<file path="src/rtl/cla_pipe_adder.sv">
// Pipelined carry-lookahead adder/subtractor with accumulator and valid/ready flow control.
// Define APPROX_LOA_EN to replace the low APPROX_BITS sum bits with a lower-part OR adder.
module cla_pipe_adder #(
  parameter int unsigned WIDTH       = 11,
  parameter int unsigned GROUP       = 4,
  parameter int unsigned STAGES      = 2,
  parameter int unsigned APPROX_BITS = 4
) (
  input  logic             clk,
  input  logic             rst_n,
  input  logic             in_valid,
  output logic             in_ready,
  input  logic [WIDTH-1:0] a,
  input  logic [WIDTH-1:0] b,
  input  logic             cin,
  input  logic [1:0]       mode,
  output logic             out_valid,
  input  logic             out_ready,
  output logic [WIDTH-1:0] sum,
  output logic             cout,
  output logic             ovf
);

  typedef enum logic [1:0] {
    MODE_ADD = 2'b00,
    MODE_SUB = 2'b01,
    MODE_ACC = 2'b10,
    MODE_CLR = 2'b11
  } mode_t;

  localparam int unsigned NG = (WIDTH + GROUP - 1) / GROUP;
`ifdef APPROX_LOA_EN
  localparam int unsigned AB = APPROX_BITS;
`else
  localparam int unsigned AB = APPROX_BITS * 0;
`endif
  localparam logic [WIDTH-1:0] LMASK = {WIDTH{1'b1}} >> (WIDTH - AB);

  // Index 0 is the issue register; index s holds the result of lookahead stage s.
  logic [WIDTH-1:0] a_q [0:STAGES];
  logic [WIDTH-1:0] b_q [0:STAGES];
  logic [WIDTH-1:0] p_q [0:STAGES];
  logic [WIDTH-1:0] g_q [0:STAGES];
  logic [WIDTH-1:0] s_q [0:STAGES];
  logic             c_q [0:STAGES];
  logic             o_q [0:STAGES];
  logic             v_q [0:STAGES];
  mode_t            m_q [0:STAGES];

  logic [WIDTH-1:0] s_d [1:STAGES];
  logic             c_d [1:STAGES];
  logic             o_d [1:STAGES];

  logic [WIDTH-1:0] acc;
  logic [WIDTH-1:0] ia, ib, ip, ig;
  logic             ic;
  mode_t            im;
  logic             advance, acc_busy, accept, done;

  logic [WIDTH-1:0] s_t;
  logic             c_t, cb_t, gg_t, gp_t;

  assign advance   = !(v_q[STAGES] && !out_ready);
  assign in_ready  = rst_n && advance && !acc_busy;
  assign accept    = in_valid && in_ready;
  assign done      = v_q[STAGES] && out_ready;
  assign out_valid = v_q[STAGES];
  assign sum       = s_q[STAGES];
  assign cout      = c_q[STAGES];
  assign ovf       = o_q[STAGES];

  always_comb begin
    acc_busy = 1'b0;
    for (int unsigned st = 0; st <= STAGES; st++) begin
      if (v_q[st] && (m_q[st] == MODE_ACC || m_q[st] == MODE_CLR)) acc_busy = 1'b1;
    end
  end

  // Operand selection and per-bit propagate/generate at issue.
  always_comb begin
    im = mode_t'(mode);
    ia = '0;
    ib = '0;
    ic = 1'b0;
    case (im)
      MODE_ADD: begin ia = a;   ib = b;  ic = cin;  end
      MODE_SUB: begin ia = a;   ib = ~b; ic = 1'b1; end
      MODE_ACC: begin ia = acc; ib = a;  ic = 1'b0; end
      default:  begin ia = '0;  ib = '0; ic = 1'b0; end
    endcase
    if (AB != 0) ic = 1'b0;
    ip = ia ^ ib;
    ig = ia & ib;
    // Approximated bits feed no carry except the top one, which generates into bit AB.
    for (int unsigned i = 0; i < AB; i++) begin
      ip[i] = 1'b0;
      if (i + 1 < AB) ig[i] = 1'b0;
    end
  end

  // Each stage resolves its share of groups from the carry registered by the previous stage.
  always_comb begin
    s_t  = '0;
    c_t  = 1'b0;
    cb_t = 1'b0;
    gg_t = 1'b0;
    gp_t = 1'b0;
    for (int unsigned st = 1; st <= STAGES; st++) begin
      s_t = s_q[st-1];
      c_t = c_q[st-1];
      for (int unsigned k = (st - 1) * NG / STAGES; k < st * NG / STAGES; k++) begin
        cb_t = c_t;
        gg_t = 1'b0;
        gp_t = 1'b1;
        for (int unsigned j = 0; j < GROUP; j++) begin
          if (k * GROUP + j < WIDTH) begin
            s_t[k*GROUP+j] = p_q[st-1][k*GROUP+j] ^ cb_t;
            cb_t = g_q[st-1][k*GROUP+j] | (p_q[st-1][k*GROUP+j] & cb_t);
            gg_t = g_q[st-1][k*GROUP+j] | (p_q[st-1][k*GROUP+j] & gg_t);
            gp_t = gp_t & p_q[st-1][k*GROUP+j];
          end
        end
        c_t = gg_t | (gp_t & c_t);
      end
      s_t = (s_t & ~LMASK) | ((a_q[st-1] | b_q[st-1]) & LMASK);
      s_d[st] = s_t;
      c_d[st] = c_t;
      o_d[st] = (a_q[st-1][WIDTH-1] == b_q[st-1][WIDTH-1]) &&
                (s_t[WIDTH-1] != a_q[st-1][WIDTH-1]);
    end
  end

  always_ff @(posedge clk) begin
    if (!rst_n) begin
      for (int unsigned st = 0; st <= STAGES; st++) begin
        a_q[st] <= '0;
        b_q[st] <= '0;
        p_q[st] <= '0;
        g_q[st] <= '0;
        s_q[st] <= '0;
        c_q[st] <= 1'b0;
        o_q[st] <= 1'b0;
        v_q[st] <= 1'b0;
        m_q[st] <= MODE_ADD;
      end
      acc <= '0;
    end else begin
      if (advance) begin
        v_q[0] <= accept;
        a_q[0] <= ia;
        b_q[0] <= ib;
        p_q[0] <= ip;
        g_q[0] <= ig;
        s_q[0] <= '0;
        c_q[0] <= ic;
        o_q[0] <= 1'b0;
        m_q[0] <= im;
        for (int unsigned st = 1; st <= STAGES; st++) begin
          v_q[st] <= v_q[st-1];
          a_q[st] <= a_q[st-1];
          b_q[st] <= b_q[st-1];
          p_q[st] <= p_q[st-1];
          g_q[st] <= g_q[st-1];
          m_q[st] <= m_q[st-1];
          s_q[st] <= s_d[st];
          c_q[st] <= c_d[st];
          o_q[st] <= o_d[st];
        end
      end
      if (done) begin
        if (m_q[STAGES] == MODE_ACC) acc <= s_q[STAGES];
        else if (m_q[STAGES] == MODE_CLR) acc <= '0;
      end
    end
  end

endmodule

</file>
<file path="config.mk">
export PLATFORM = sky130hd
export DESIGN_NAME = cla_pipe_adder
export DESIGN_NICKNAME = d
export VERILOG_FILES = /design/src/rtl/cla_pipe_adder.sv
export SDC_FILE = /design/constraint.sdc
export NUM_CORES = 1
export LEC_CHECK = 0
export ABC_AREA = 1
export ABC_CLOCK_PERIOD_IN_PS = 4450
export CAP_MARGIN = 10
export CORE_MARGIN = 10
export CORE_UTILIZATION = 40
export DETAILED_ROUTE_END_ITERATION = 10
export GPL_TIMING_DRIVEN = 0
export PLACE_DENSITY_LB_ADDON = 0.2
export SYNTH_ARGS = -nofsm -noshare
export SYNTH_HDL_FRONTEND = slang
export SYNTH_SLANG_ARGS = --single-unit
</file>
<file path="constraint.sdc">
create_clock -name clk -period 4.45 [get_ports clk]
set_input_delay 1.1125 -clock clk [delete_from_list [all_inputs] [get_ports clk]]
set_output_delay 1.1125 -clock clk [all_outputs]
set_load 0.05 [all_outputs]
</file>
Word level (Yosys, flattened, before mapping)
Memory sizes are Yosys's and may differ from the RTL's.
Cells that the tools add are included.
- multiply operators: 0
- muxes and demuxes: 39
- $add $sub $neg: 0
- div/mod/pow operators: 0
- reductions and logical operators: 20
- eq/ne operators: 12
- magnitude comparators: 0
- shift operators: 0
- bitwise gates (word level): 87
- operators by type and width (kind ; count):
    $mux W11 ; 17
    $or A1 B1 Y1 ; 46
    $pmux W11 S3 ; 1
    $and A1 B1 Y1 ; 27
    $pmux W11 S2 ; 1
    $mux W1 ; 16
    $eq A2 B2 Y1 const B ; 7
    $and A11 B11 Y11 ; 1
    $not A11 Y11 ; 1
    $xor A1 B1 Y1 ; 11
    $xor A11 B11 Y11 ; 1
    $logic_and A1 B1 Y1 ; 10
    $mux W2 ; 3
    $logic_not A1 Y1 ; 3
    $logic_or A1 B1 Y1 ; 3
    $eq A1 B1 Y1 ; 2
    $eq A2 B1 Y1 const B ; 1
    $logic_not A2 Y1 ; 1
    $ne A1 B1 Y1 ; 2
    $pmux W1 S2 ; 1
    $reduce_and A2 Y1 ; 1
    $reduce_bool A2 Y1 ; 1
    $reduce_or A2 Y1 ; 1
- flip-flop bits (word level): 11
- memories kept: 9
- bits of input ports: 29
- bits in latches: 0
- RAM bits: 180
- logic and storage cells: 168
- bits in read-only memories: 0
- output and inout port bits: 15
- memories (name ; depth ; bits a word ; read ports ; clocked after memory_dff ; write ports ; line ; source):
    a_q ; 3 ; 11 ; 2 ; 0 ; 3 ; 40 ; logic [WIDTH-1:0] a_q [0:STAGES];
    b_q ; 3 ; 11 ; 2 ; 0 ; 3 ; 41 ; logic [WIDTH-1:0] b_q [0:STAGES];
    g_q ; 3 ; 11 ; 2 ; 0 ; 3 ; 43 ; logic [WIDTH-1:0] g_q [0:STAGES];
    p_q ; 3 ; 11 ; 2 ; 0 ; 3 ; 42 ; logic [WIDTH-1:0] p_q [0:STAGES];
    s_q ; 3 ; 11 ; 3 ; 0 ; 3 ; 44 ; logic [WIDTH-1:0] s_q [0:STAGES];
    m_q ; 3 ; 2 ; 3 ; 0 ; 3 ; 48 ; mode_t m_q [0:STAGES];
    3 more memories ; n/a ; n/a ; n/a ; n/a ; n/a ; n/a ;

Depth between registers and ports, before layout
- depth after elaboration: 15
- depth in mapped cells: 13
- mapped depth without buffers: 13

Least setup slack after synthesis
No wires, ideal clock.
- path type: in2reg
- from: input port out_ready
- to: memory a_q[0][10], enable pin
- data required time: 3.556 ns
- buffers on the path: 0
- arrival time: 2.682 ns
- cell stages on the path: 2
- slack: 0.874 ns
- path through: inv_2 > nand3_1
- RTL lines (element ; line ; source):
    start: declaration ; 18 ; input logic out_ready,
    end: declaration ; 40 ;

Final worst setup path
- from: input port rst_n
- to: output port in_ready
- cells in the longest elaborated chain, start to end: 2
- RTL lines (element ; line ; source):
    start: declaration ; 10 ; input logic rst_n,
    $logic_and A1 B1 Y1 (2 in a row) ; 64 ; assign in_ready = rst_n && advance && !acc_busy;
    end: declaration ; 12 ; output logic in_ready,
Every way passes these cells.

==> summary.txt <==
Status
  – Outcome: finished clean

Timing
  – Final Cycle Share: 89.4%
  – Final Critical Period: 3980 ps
  – Final setup TNS: 0 ps
  – Slew Limit Headroom: 58.0%
  – Worst Tran Pin Value: 630 ps
  – Slew Viols, Final: 0
  – Final WS setup: 470 ps
  – Min Hold Slack: 470 ps
  – Final Skew: 11.2 ps
  – RSZ-0062 raised after global routing: false
  – Hold Violations, Final: 0
  – Final setup vio count: 0
  – Fmax achieved: 251 MHz

CTS
  – CTS tree: yes
  – Num CTS Buffers: 9
  – # hold bufs at CTS: 0
  – Post-CTS setup buffer count: 0
  – H-Tree Depth: 3
  – CTS max path bufs: 2
  – Clock Tree Root: clkbuf_8
  – CTS resizes: 0
  – Worst-Skew Late Latency: 350 ps
  – # clock sinks: 79
  – Clk slew on worst S/H paths: 70 ps

Floorplanning
  – Chip Width: 118 um
  – Rows: 35
  – Core area: 9280 um^2
  – Io pins: 44
  – Height of the die: 118 um
  – Starting Density: 41.3%
  – Die Area: 13900 um^2

Placed design
  – Dpl ws: 473 ps
  – Hpwl dp: 5.94 mm
  – Routability congestion estimate: 0.824
  – Buffers on Ports: 43
  – Dpl cells: 562
  – Placed inst area: 4470 um^2

Cells and area
  – Antenna Cells: 0
  – Fin area: 4680 um^2
  – Layout Cells excl Fill: 578
  – Post-layout util: 50.4%
  – P&R area growth vs syn: 22.0%
  – Fin nets: 492
  – Share of cells above drive strength 1: 8.91%

Logic synthesis
  – Adder-cell share of the synthesized area: 6.20%
  – Synth unique cells: 29
  – Post-synthesis mux area share: 0%
  – Cell area after synthesis: 3830 um^2
  – Synthesized area per cell: 9.86 um^2
  – Synth Flop Type: edfxtp_1
  – YS warnings: 0
  – Number of synthesized flops with an enable pin: 68
  – Synth Area in XOR/XNOR: 0.228%
  – Synth async-reset ratio: 0%
  – Synth Instances: 389
  – Number of synthesized register bits: 79
  – Simple-gate share of the synthesized area: 15.9%
  – Sequential-to-total area share from yosys stat: 59.0%
  – Post-Syn Nets: 437
  – Synth Area in Compound Gates: 7.60%
  – Largest family of logic cells by synthesized area: simple AND/OR/NAND/NOR gates

Global route
  – First-pass GRT wire length: 14.0 mm
  – Vias in the first global route: 2718
  – GRT Overall Usage: 12.6%
  – Largest net degree at the start of global routing: 51
  – Initial antenna violation count: 0
  – GRT overflow: 0

Routing
  – DRC Markers: 0
  – Routed WL: 8.30 mm
  – Final ANT Viol Nets: 0
  – Routed length per instance: 14.4 um
  – Pre-antenna DRT Iters: 4
  – Initial DRC count: 248
  – Vias: 2728
  – Via/cell ratio: 4.72

Setup path
  – FF-to-FF setup slack: 2150 ps
  – Req. time, crit path: 3340 ps
  – FF-to-FF path depth: 12
  – Worst R2R End: o_q[2]$_SDFFCE_PN0P_
  – Crit start category: input port
  – Worst Path Max Fanout: 4
  – Crit path DAT: 2870 ps
  – Reg2reg start: p_q[0][16]$_SDFFCE_PN0P_
  – Setup Crit Path Kind: input port to output pin
  – Critical Path End Type: output pin

Hold path
  – Worst hold path depth: 2
  – Min-delay src: acc[4]$_SDFFE_PN0P_
  – Hold crit path type: register to register
  – Hold EP: acc[4]$_SDFFE_PN0P_

Power
  – Total power: 1.67 mW
  – Power Dens Cells: 356 nW/um^2
  – Worst vdd ir: 142 uV
  – Lkg Pwr: 1.96 nW

Run
  – Max_cap viols: 0
-- how the worst max path moves through the flow --
stage                          endpoint  slack (ps)  startpoint  depth (start not counted)
4_1_cts                        in_ready         460       rst_n                          4
3_3_place_gp    g_q[0][5]$_SDFFCE_PN0P_        -600       rst_n                          2
2_1_floorplan  a_q[0][10]$_SDFFCE_PN0P_         870   out_ready                          2
3_5_place_dp                   in_ready         470       rst_n                          4
6_report                       in_ready         470       rst_n                          4
5_1_grt                        in_ready         400       rst_n                          4
-- routing by layer --
layer  vias to the layer above  global-route usage (%)  part of all wire [%]
met4                         0                    5.64                   1.9
met5                         -                       0                     0
li1                       1385                       -                     -
met2                        60                    20.3                    48
met1                      1270                    16.0                    45
met3                        13                    2.35                   5.0
-- synth_stat cells (4+ instances only) --
master    number  share of area [%]
buf_6          4                1.2
clkbuf_1       4               0.39
or2_2          5               0.82
a21oi_1       16                2.1
nand4_1       11                1.8
o221ai_1      10                2.3
nor2_1        67                6.6
inv_1         82                8.0
nand2_1       38                3.7
o21ai_0       14                1.8
dfxtp_1       11                5.7
buf_2          8                1.0
ha_1          19                6.2
nand3_1       14                1.8
edfxtp_1      68                 53
-- cell type report --
class                      count  area, um^2
buffer                        18         115
clock buffer                  10         128
clock inverter                 6        85.1
fill                         883        4600
inverter                      83         312
multi-input combinational    209        1160
sequential                    79        2260
tap                          129         161
timing repair buffer          44         458
-- kinds of logic (layout without fill, tap and decap cells) --
logic type	count (synthesis)	count (layout)
adder cells (fa/ha/maj)	19	19
AO/OA/AOI/OAI	47	47
AND/OR/NAND/NOR	142	142
XOR/XNOR	1	1
flip-flops	79	79
buffers and inverters	101	161
-- cell usage in the layout (no fill, tap or decap), drive strengths merged --
cell type and count:
nor2 68, o221ai 10, ha 19, clkinv 2, clkdlybuf4s50 43, clkbuf 14
a21o 1, dfxtp 11, and2 1, xor2 1, bufinv 2, or2 5
a211oi 1, nor3 2, and3 1, o21ai 16, a21oi 16, nand3 14
nand2 38, inv 83, nand4 11, o21bai 1, edfxtp 68, nor3b 2
clkinvlp 2, o22ai 2, buf 15
-- state kept, by name, indices dropped and copies added, names as in the netlist, 3 cells and up --
register  cells
v_q           3
s_q          15
p_q          18
g_q          18
m_q           6
acc          11
c_q           3
-- critical path, cell delays in order --
cell and delay (ps):
clkdlybuf4s50_1 570, o21ai_2 120, a211oi_2 220, clkdlybuf4s50_1 840
-- report_power, final --
part / switching, mW / internal [mW] / total (mW)
combinational: 0.130 / 0.0854 / 0.216
clock: 0.262 / 0.314 / 0.576
sequential: 0.0231 / 0.852 / 0.875
Power figures use the tool's default switching activity.
